`src/rtl/anton_neopixel_decoder_pkg.sv`:
```
// Shared defaults, FSM encoding and sizing helpers for the NeoPixel receive decoder.
package anton_neopixel_decoder_pkg;

   localparam int BUFFER_END_DEFAULT           = 255;
   localparam int RESET_DELAY_DEFAULT          = 384;  // 60 us of low at 6.4 MHz
   localparam int NEO_DECODE_THRESHOLD_DEFAULT = 3;
   localparam int NEO_DECODE_HIGH_MAX_DEFAULT  = 7;

   typedef enum logic [1:0] {
      WAIT_SYNC = 2'd0,
      IDLE      = 2'd1,
      HIGH      = 2'd2,
      LOW       = 2'd3
   } dec_state_t;

   function automatic int clog2_min1(input int value);
      int r;
      r = 0;
      while ((1 << r) < value) r++;
      return (r < 1) ? 1 : r;
   endfunction

   function automatic int sanitize_buffer_end(input int value);
      return (value < 0) ? 0 : value;
   endfunction

endpackage

```
`src/rtl/anton_neopixel_line_sync.sv`:
```
// Two-flop synchronizer for the serial line, with single-cycle rise/fall strobes on the synced sample.
module anton_neopixel_line_sync (
   input  logic clk,
   input  logic reset,
   input  logic din,
   output logic sample,
   output logic rise,
   output logic fall
);

   logic meta_p0;
   logic sample_p1;
   logic prev_p2;

   always_ff @(posedge clk or posedge reset) begin
      if (reset) begin
         meta_p0   <= 1'b0;
         sample_p1 <= 1'b0;
         prev_p2   <= 1'b0;
      end else begin
         meta_p0   <= din;
         sample_p1 <= meta_p0;
         prev_p2   <= sample_p1;
      end
   end

   assign sample = sample_p1;
   assign rise   = sample_p1 & ~prev_p2;
   assign fall   = ~sample_p1 & prev_p2;

endmodule

```
`src/rtl/anton_neopixel_decoder.sv`:
```
// WS2812-style line receiver: classifies high pulse widths into bits, packs MSB-first bytes,
// and delimits frames by the latch gap.
module anton_neopixel_decoder
   import anton_neopixel_decoder_pkg::*;
#(
   parameter int  BUFFER_END     = BUFFER_END_DEFAULT,
   parameter int  RESET_DELAY    = RESET_DELAY_DEFAULT,
   parameter int  HIGH_THRESHOLD = NEO_DECODE_THRESHOLD_DEFAULT,
   parameter int  HIGH_MAX       = NEO_DECODE_HIGH_MAX_DEFAULT,
   localparam int BUFFER_BITS    = clog2_min1(sanitize_buffer_end(BUFFER_END) + 1)
) (
   input  logic                   clk6_4mhz,
   input  logic                   reset,
   input  logic                   enable,
   input  logic                   neoDataIn,
   output logic                   byteValid,
   output logic [7:0]             byteData,
   output logic [BUFFER_BITS-1:0] byteIx,
   output logic                   frameDone,
   output logic [BUFFER_BITS:0]   frameBytes,
   output logic                   errGlitch,
   output logic                   errPartial,
   output logic                   errOverflow,
   output logic                   state
);

   localparam int HC_W = clog2_min1(HIGH_MAX + 2);
   localparam int LC_W = clog2_min1(RESET_DELAY + 1);
   localparam logic [HC_W-1:0]        HIGH_LIM = HC_W'(HIGH_MAX);
   localparam logic [HC_W-1:0]        THR      = HC_W'(HIGH_THRESHOLD);
   localparam logic [LC_W-1:0]        LOW_END  = LC_W'(RESET_DELAY);
   localparam logic [BUFFER_BITS:0]   BUF_LAST = (BUFFER_BITS + 1)'(sanitize_buffer_end(BUFFER_END));

   logic s, rise, fall;

   anton_neopixel_line_sync u_line_sync (
      .clk    (clk6_4mhz),
      .reset  (reset),
      .din    (neoDataIn),
      .sample (s),
      .rise   (rise),
      .fall   (fall)
   );

   dec_state_t             fsm, fsm_nxt;
   logic [HC_W-1:0]        high_cnt, high_nxt, high_inc;
   logic [LC_W-1:0]        low_cnt, low_nxt, low_inc;
   logic [2:0]             bit_cnt, bit_nxt;
   logic [6:0]             shreg, shreg_nxt;
   logic [7:0]             new_byte;
   logic [BUFFER_BITS:0]   acc_cnt, acc_nxt;
   logic                   ovf_flag, ovf_nxt;
   logic                   byte_valid_nxt, frame_done_nxt;
   logic                   glitch_nxt, partial_nxt, overflow_nxt;
   logic [7:0]             byte_data_nxt;
   logic [BUFFER_BITS-1:0] byte_ix_nxt;
   logic [BUFFER_BITS:0]   frame_bytes_nxt;

   always_comb begin
      fsm_nxt         = fsm;
      high_nxt        = high_cnt;
      low_nxt         = low_cnt;
      bit_nxt         = bit_cnt;
      shreg_nxt       = shreg;
      acc_nxt         = acc_cnt;
      ovf_nxt         = ovf_flag;
      byte_valid_nxt  = 1'b0;
      byte_data_nxt   = byteData;
      byte_ix_nxt     = byteIx;
      frame_done_nxt  = 1'b0;
      frame_bytes_nxt = frameBytes;
      glitch_nxt      = 1'b0;
      partial_nxt     = 1'b0;
      overflow_nxt    = 1'b0;
      low_inc         = low_cnt + 1'b1;
      high_inc        = (high_cnt > HIGH_LIM) ? high_cnt : high_cnt + 1'b1;
      new_byte        = {shreg, (high_cnt > THR)};

      if (!enable) begin
         fsm_nxt   = WAIT_SYNC;
         high_nxt  = '0;
         low_nxt   = '0;
         bit_nxt   = '0;
         shreg_nxt = '0;
         acc_nxt   = '0;
         ovf_nxt   = 1'b0;
      end else begin
         unique case (fsm)
            WAIT_SYNC: begin
               if (s) begin
                  low_nxt = '0;
               end else if (low_inc == LOW_END) begin
                  low_nxt = '0;
                  fsm_nxt = IDLE;
               end else begin
                  low_nxt = low_inc;
               end
            end
            IDLE: begin
               if (rise) begin
                  fsm_nxt   = HIGH;
                  high_nxt  = HC_W'(1);
                  bit_nxt   = '0;
                  shreg_nxt = '0;
                  acc_nxt   = '0;
                  ovf_nxt   = 1'b0;
               end
            end
            HIGH: begin
               if (s) begin
                  if (high_inc > HIGH_LIM) begin
                     glitch_nxt = 1'b1;
                     fsm_nxt    = WAIT_SYNC;
                     low_nxt    = '0;
                     bit_nxt    = '0;
                     shreg_nxt  = '0;
                  end else begin
                     high_nxt = high_inc;
                  end
               end else if (fall) begin
                  fsm_nxt = LOW;
                  low_nxt = LC_W'(1);
                  // The falling sample commits the bit; a full byte beyond the buffer is dropped.
                  if (bit_cnt == 3'd7) begin
                     bit_nxt   = '0;
                     shreg_nxt = '0;
                     if (acc_cnt <= BUF_LAST) begin
                        byte_valid_nxt = 1'b1;
                        byte_data_nxt  = new_byte;
                        byte_ix_nxt    = acc_cnt[BUFFER_BITS-1:0];
                        acc_nxt        = acc_cnt + 1'b1;
                     end else if (!ovf_flag) begin
                        overflow_nxt = 1'b1;
                        ovf_nxt      = 1'b1;
                     end
                  end else begin
                     bit_nxt   = bit_cnt + 1'b1;
                     shreg_nxt = new_byte[6:0];
                  end
               end
            end
            LOW: begin
               if (rise) begin
                  fsm_nxt  = HIGH;
                  high_nxt = HC_W'(1);
               end else if (low_inc == LOW_END) begin
                  frame_done_nxt  = 1'b1;
                  partial_nxt     = (bit_cnt != 3'd0);
                  frame_bytes_nxt = acc_cnt;
                  low_nxt         = '0;
                  fsm_nxt         = IDLE;
               end else begin
                  low_nxt = low_inc;
               end
            end
            default: fsm_nxt = WAIT_SYNC;
         endcase
      end
   end

   always_ff @(posedge clk6_4mhz or posedge reset) begin
      if (reset) begin
         fsm         <= WAIT_SYNC;
         high_cnt    <= '0;
         low_cnt     <= '0;
         bit_cnt     <= '0;
         shreg       <= '0;
         acc_cnt     <= '0;
         ovf_flag    <= 1'b0;
         byteValid   <= 1'b0;
         byteData    <= '0;
         byteIx      <= '0;
         frameDone   <= 1'b0;
         frameBytes  <= '0;
         errGlitch   <= 1'b0;
         errPartial  <= 1'b0;
         errOverflow <= 1'b0;
      end else begin
         fsm         <= fsm_nxt;
         high_cnt    <= high_nxt;
         low_cnt     <= low_nxt;
         bit_cnt     <= bit_nxt;
         shreg       <= shreg_nxt;
         acc_cnt     <= acc_nxt;
         ovf_flag    <= ovf_nxt;
         byteValid   <= byte_valid_nxt;
         byteData    <= byte_data_nxt;
         byteIx      <= byte_ix_nxt;
         frameDone   <= frame_done_nxt;
         frameBytes  <= frame_bytes_nxt;
         errGlitch   <= glitch_nxt;
         errPartial  <= partial_nxt;
         errOverflow <= overflow_nxt;
      end
   end

   assign state = (fsm == HIGH) || (fsm == LOW);

endmodule
```
`config.mk`:
```
export PLATFORM = sky130hd
export DESIGN_NAME = anton_neopixel_decoder
export DESIGN_NICKNAME = d
export VERILOG_FILES = /design/src/rtl/anton_neopixel_decoder_pkg.sv /design/src/rtl/anton_neopixel_line_sync.sv /design/src/rtl/anton_neopixel_decoder.sv
export SDC_FILE = /design/constraint.sdc
export NUM_CORES = 1
export LEC_CHECK = 0
export CAP_MARGIN = 20
export CORE_MARGIN = 2
export CORE_UTILIZATION = 32
export DETAILED_ROUTE_END_ITERATION = 8
export PLACE_DENSITY = 0.53
export REMOVE_ABC_BUFFERS = 1
export SLEW_MARGIN = 25
export SYNTH_ARGS = -nofsm -noshare
export SYNTH_HDL_FRONTEND = slang
export SYNTH_HIERARCHICAL = 1
export SYNTH_SLANG_ARGS = --single-unit
```
`constraint.sdc`:
```
create_clock -name clk6_4mhz -period 2.5 [get_ports clk6_4mhz]
set_clock_uncertainty 0.2 [all_clocks]
set_input_delay 0.25 -clock clk6_4mhz [delete_from_list [all_inputs] [get_ports clk6_4mhz]]
set_output_delay 0.25 -clock clk6_4mhz [all_outputs]
set_load 0.05 [all_outputs]
```
======== Word-level counts from Yosys, hierarchy flattened ========
Cells that the tools add are included.
storage, ports and cells
  bits in registers ....................... 68
  logic and storage cells ................. 140
  output and inout port bits .............. 31
  bits of input ports ..................... 4
operators by class
  bitwise operators ....................... 5
  equal/unequal tests ..................... 21
  add/sub/neg operators ................... 4
  magnitude comparators ................... 4
  reductions and logical operators ........ 12
  mux-type cells .......................... 76
operator list
  kind                   number
  $mux W9                13
  $mux W7                6
  $mux W1                31
  $ne A3 B3 Y1 const B   9
  $pmux W9 S3            1
  $mux W4                5
  $reduce_and A4 Y1      5
  $add A9 B1 Y9 const B  2
  $mux W3                6
  $pmux W9 S2            1
  $reduce_and A6 Y1      3
  $mux W2                8
  $pmux W7 S2            1
  $eq A9 B9 Y1 const B   1
  $le A9 B8 Y1 const B   1
  $ne A3 B2 Y1 const B   3
  $gt A4 B3 Y1 const B   2
  $pmux W2 S4            1
  $pmux W4 S2            1
  $pmux W3 S2            1
  $add A4 B1 Y4 const B  1
  $eq A2 B2 Y1 const B   2
  $gt A4 B2 Y1 const B   1
  $ne A4 B1 Y1 const B   1
  other kinds (13)       16

======== Depth between registers and ports, before layout ========
  word-level depth ........................ 7
  depth in mapped cells ................... 9
  gate-level depth less buffers ........... 7

======== Modules after synthesis ========
Netlist, hierarchy kept.
by module, submodules not included
  module                    area an instance (um2)  cells each  instances
  anton_neopixel_decoder    3437.0                  326         1
  anton_neopixel_line_sync  93.8                    6           1

======== Worst setup path before layout ========
OpenSTA, ideal clock, no wires.
  kind .................................... reg-to-reg
  start point ............................. register low_cnt[0]
  end point ............................... register frameBytes[0]
  cell stages (with the launch flop) ...... 9
  data required time ...................... 2.175 ns
  clock period less this slack ............ 2.373 ns
  arrival ................................. 2.048 ns
  setup time .............................. 0.125 ns
  path slack .............................. 0.127 ns
  cell sequence ........................... dfrtp_1 ha_1 buf_2 nand4bb_1 a211o_1 a21oi_1 and3b_1 buf_6 mux2_4
between the ends
  longest elaborated chain between the ends .. 3
RTL lines
  element                      line                           text
  start, declared              anton_neopixel_decoder.sv:47   logic [LC_W-1:0] low_cnt, low_nxt, low_inc;
  start signal, assigned       anton_neopixel_decoder.sv:181  low_cnt <= low_nxt;
  $add A9 B1 Y9                anton_neopixel_decoder.sv:75   low_inc = low_cnt + 1'b1;
  $eq A9 B9 Y1                 anton_neopixel_decoder.sv:146  end else if (low_inc == LOW_END) begin
  $reduce_and A4 Y1 (no line)  --
  end signal, assigned         anton_neopixel_decoder.sv:190  frameBytes <= frame_bytes_nxt;
  end, declared                anton_neopixel_decoder.sv:20   output logic [BUFFER_BITS:0] frameBytes,
No other way between the ends.
A chain may end at the register's enable or synchronous reset.

======== Worst setup path in the final report ========
  start point ............................. register fsm[1]
  end point ............................... register acc_cnt[3]
between the ends
  longest elaborated chain between the ends .. 3
  elaborated cells on any way between the ends .. 11
RTL lines
  element                                                        line                           text
  start, declared                                                anton_neopixel_decoder.sv:45   dec_state_t fsm, fsm_nxt;
  start signal, assigned                                         anton_neopixel_decoder.sv:179  fsm <= fsm_nxt;
  $eq A2 B2 Y1 / $eq A2 B1 Y1 (equally long branches)            anton_neopixel_decoder.sv:88   unique case (fsm)
  $ne A3 B3 Y1 (no line) (tied with other cells)                 --
  $reduce_and A6 Y1 (no line) / $mux W9 (equally long branches)  --
  end signal, assigned                                           anton_neopixel_decoder.sv:184  acc_cnt <= acc_nxt;
  end, declared                                                  anton_neopixel_decoder.sv:51   logic [BUFFER_BITS:0] acc_cnt, acc_nxt;
Several ways; a longest one is shown, not always the timed one.

==> summary.md <==
| Metric | Value |
|---|---|
| Element type at the critical path end | `register` |
| Number of clock sinks | `68` |
| Worst-path maximum fanout | `9` |
| Top cells by count, synth | `dfrtp_1 (68), nand2_1 (40), o21ai_0 (29), nor2_1 (21)` |
| Clk_lat worst skew | `0.35 ns` |
| Post-DRT Antenna Nets | `0` |
| Clock-pin slew on the worst setup and hold paths | `0.08 ns` |
| CP Launch Type | `register` |
| Cell Chain, Critical Path | `inv_1 -> ha_1 -> mux2i_2 -> a211oi_4 -> o21ai_2 -> or4_1 -> nand2_1` |
| Worst path slowest cell | `or4_1` |
| Worst Max-Slew Pin Slew | `0.499 ns` |
| Synthesis Warnings | `6` |
| Post-layout min period | `2.33 ns` |
| Antenna violations before repair | `0` |
| Share of cells above drive strength 1 | `0.217` |
| Min Hold Slack | `0.144 ns` |
| Number of vias per cell | `5.05` |
| Routed wire length | `7320 um` |
| 1st-iter DRT viols | `104` |
| Sequential share of the synthesized area | `0.482` |
| RSZ-0062 raised after global routing | `no` |
| Placed Cells | `519` |
| Hpwl dp | `5260 um` |
| Number of buffers created by CTS | `9` |
| Final core occ | `0.408` |
| Die ar. | `11900 sq um` |
| Cell taking the most area after synthesis | `dfrtp_1` |
| Design Power | `2.15 mW` |
| Synth async-reset ratio | `1.00` |
| CP required | `2.58 ns` |
| Crit path kind | `reg -> reg` |
| Status | `finished clean` |
| Antenna diode count | `0` |
| Placer Congestion | `0.874` |
| Starting Density | `0.327` |
| Finish-stage setup viols | `0` |
| Period utilization | `0.930` |
| FF-to-FF Start | `fsm[1]` |
| First-pass GRT wire length | `12600 um` |
| Hold_sp | `neoDataIn` |
| DRC viols | `0` |
| Fmax | `0.430 GHz` |
| Fin worst setup slack | `0.175 ns` |
| Core area | `10800 sq um` |
| H-Tree Depth | `3` |
| CTS tree | `yes` |
| Post-synth design cell area | `3530 sq um` |
| Avg Inst Size Synth | `10.6 sq um` |
| Fin nets | `407` |
| Largest net degree at the start of global routing | `66` |
| Crit path largest cell delay | `0.48 ns` |
| Synth top area cells | `dfrtp_1 (48%), mux2_2 (5.1%), ha_1 (4.3%)` |
| Static leakage | `1.98 nW` |
| Area after DPL | `4190 sq um` |
| Clock Tree Buf Depth | `2` |
| PwrDens | `487 nW/um^2` |
| Top FF cell, synth | `dfrtp_1` |
| Slew HR | `0.664` |
| Top Ports | `35` |
| Post-CTS sizing | `0` |
| Remaining Overflow, GRT | `0` |
| DRT Pass-1 Iters | `4` |
| Non-filler instance count after layout | `536` |
| Synth top area share | `0.482` |
| Via count of the first global-routing pass | `2620` |
| WP data arrival | `2.41 ns` |
| Total Routing Usage GR | `0.135` |
| Die Wd | `109 um` |
| Max-slew violation count | `0` |
| Syn-to-layout area delta | `24.8%` |
| Peak supply drop | `0.268 mV` |
| Count leader, synth | `dfrtp_1` |
| Fin. Hold Viols | `0` |
| Seq cells post-synth | `68` |
| Setup_tns | `0 ns` |
| Design Area, Final | `4410 sq um` |
| Maxcap violations | `0` |
| Worst min path class | `in -> reg` |
| Synth Instances | `332` |
| Root Driver | `clkbuf_8` |
| Synth unique cells | `60` |
| IO buf count | `34` |
| EDFF count, synth | `0` |
| Chip height | `109 um` |
| Vias | `2708` |
| Setup crit start | `fsm[1]` |
| Core Rows | `38` |
| Detailed-route wire length per cell | `13.7 um` |
| Pre-CTS WS | `0.194 ns` |
path summary, 6_finish.rpt:
| kind | end | slack, ns | depth (start not counted) |
|---|---|---|---|
| hold / removal | u_line_sync/meta_p0 | 0.14 | 1 |
| hold reg to reg | u_line_sync/sample | 0.16 | 0 |
| max in group asynchronous | bit_cnt[0] | 1.13 | 4 |
| min in group asynchronous | u_line_sync/meta_p0 | 0.46 | 3 |
| setup reg to reg | acc_cnt[3] | 0.17 | 7 |
| setup / recovery | acc_cnt[3] | 0.17 | 7 |
logic make-up (layout without fill, tap and decap cells):
family	count (synthesis)	count (layout)	share of synthesized area
and+or+nand+nor	104	104	0.147
AOI/OAI and AO/OA	87	87	0.177
DFF	68	68	0.482
buffers and inverters	30	94	0.0461
muxes	27	27	0.0960
adders and majority gates	12	12	0.0425
xor gates and xnor gates	4	4	0.00992
worst max-delay path: cells and delay by family (launching register included):
kind | cells | cell delay (ns)
fa+ha+maj | 1 | 0.27
compound gates | 2 | 0.49
mux | 1 | 0.22
flops | 1 | 0.41
buf+inv | 1 | 0.11
simple gates | 2 | 0.55
power breakdown:
part,switching (mW),internal (mW),total [mW]
clock,0.438,0.490,0.928
combinational,0.0641,0.0383,0.102
sequential,0.00808,1.11,1.12
total,0.511,1.64,2.15
timing repair:
item,CTS,global route
endpoints found under the hold margin,3,0
hold buffers,1,0
setup buffers,0,0
registers in the layout, summed over array words and instances, names as in the netlist, 2 cells and up:
name and cells:
acc_cnt 9, frameBytes 9, low_cnt 9, byteData 8, byteIx 8, shreg 7, high_cnt 4, bit_cnt 3
fsm 2
placed cells by master, fill, tap and decap left out, types with 5 or more instances in the layout:
master	netlist	layout
dfrtp_1	68	68
nand2_1	40	40
clkdlybuf4s50_1	0	33
o21ai_0	29	29
buf_4	1	24
nor2_1	21	21
mux2_2	16	16
inv_1	16	15
a21oi_1	13	13
ha_1	12	12
clkbuf_8	2	10
mux2_4	9	9
nand3_1	8	8
nor3_1	6	6
o211ai_1	6	6
and3_1	5	5
area by class of cell:
class / instances / area (sq um)
Fill cell: 1075 / 6390
Sequential cell: 68 / 1700
Multi-Input combinational cell: 234 / 1670
Timing Repair Buffer: 62 / 601
Tap cell: 140 / 175
Clock buffer: 11 / 141
Clock inverter: 5 / 61.3
Inverter: 16 / 60.1
routing by layer:
layer | wire [um] | vias to the layer above | track usage
met4 | 83 | 0 | 0.0412
met2 | 3550 | 53 | 0.231
li1 | - | 1321 | -
met1 | 3420 | 1328 | 0.167
met3 | 272 | 6 | 0.0341
met5 | 0 | - | 0
Note: power is estimated with default switching activity, not from simulation.
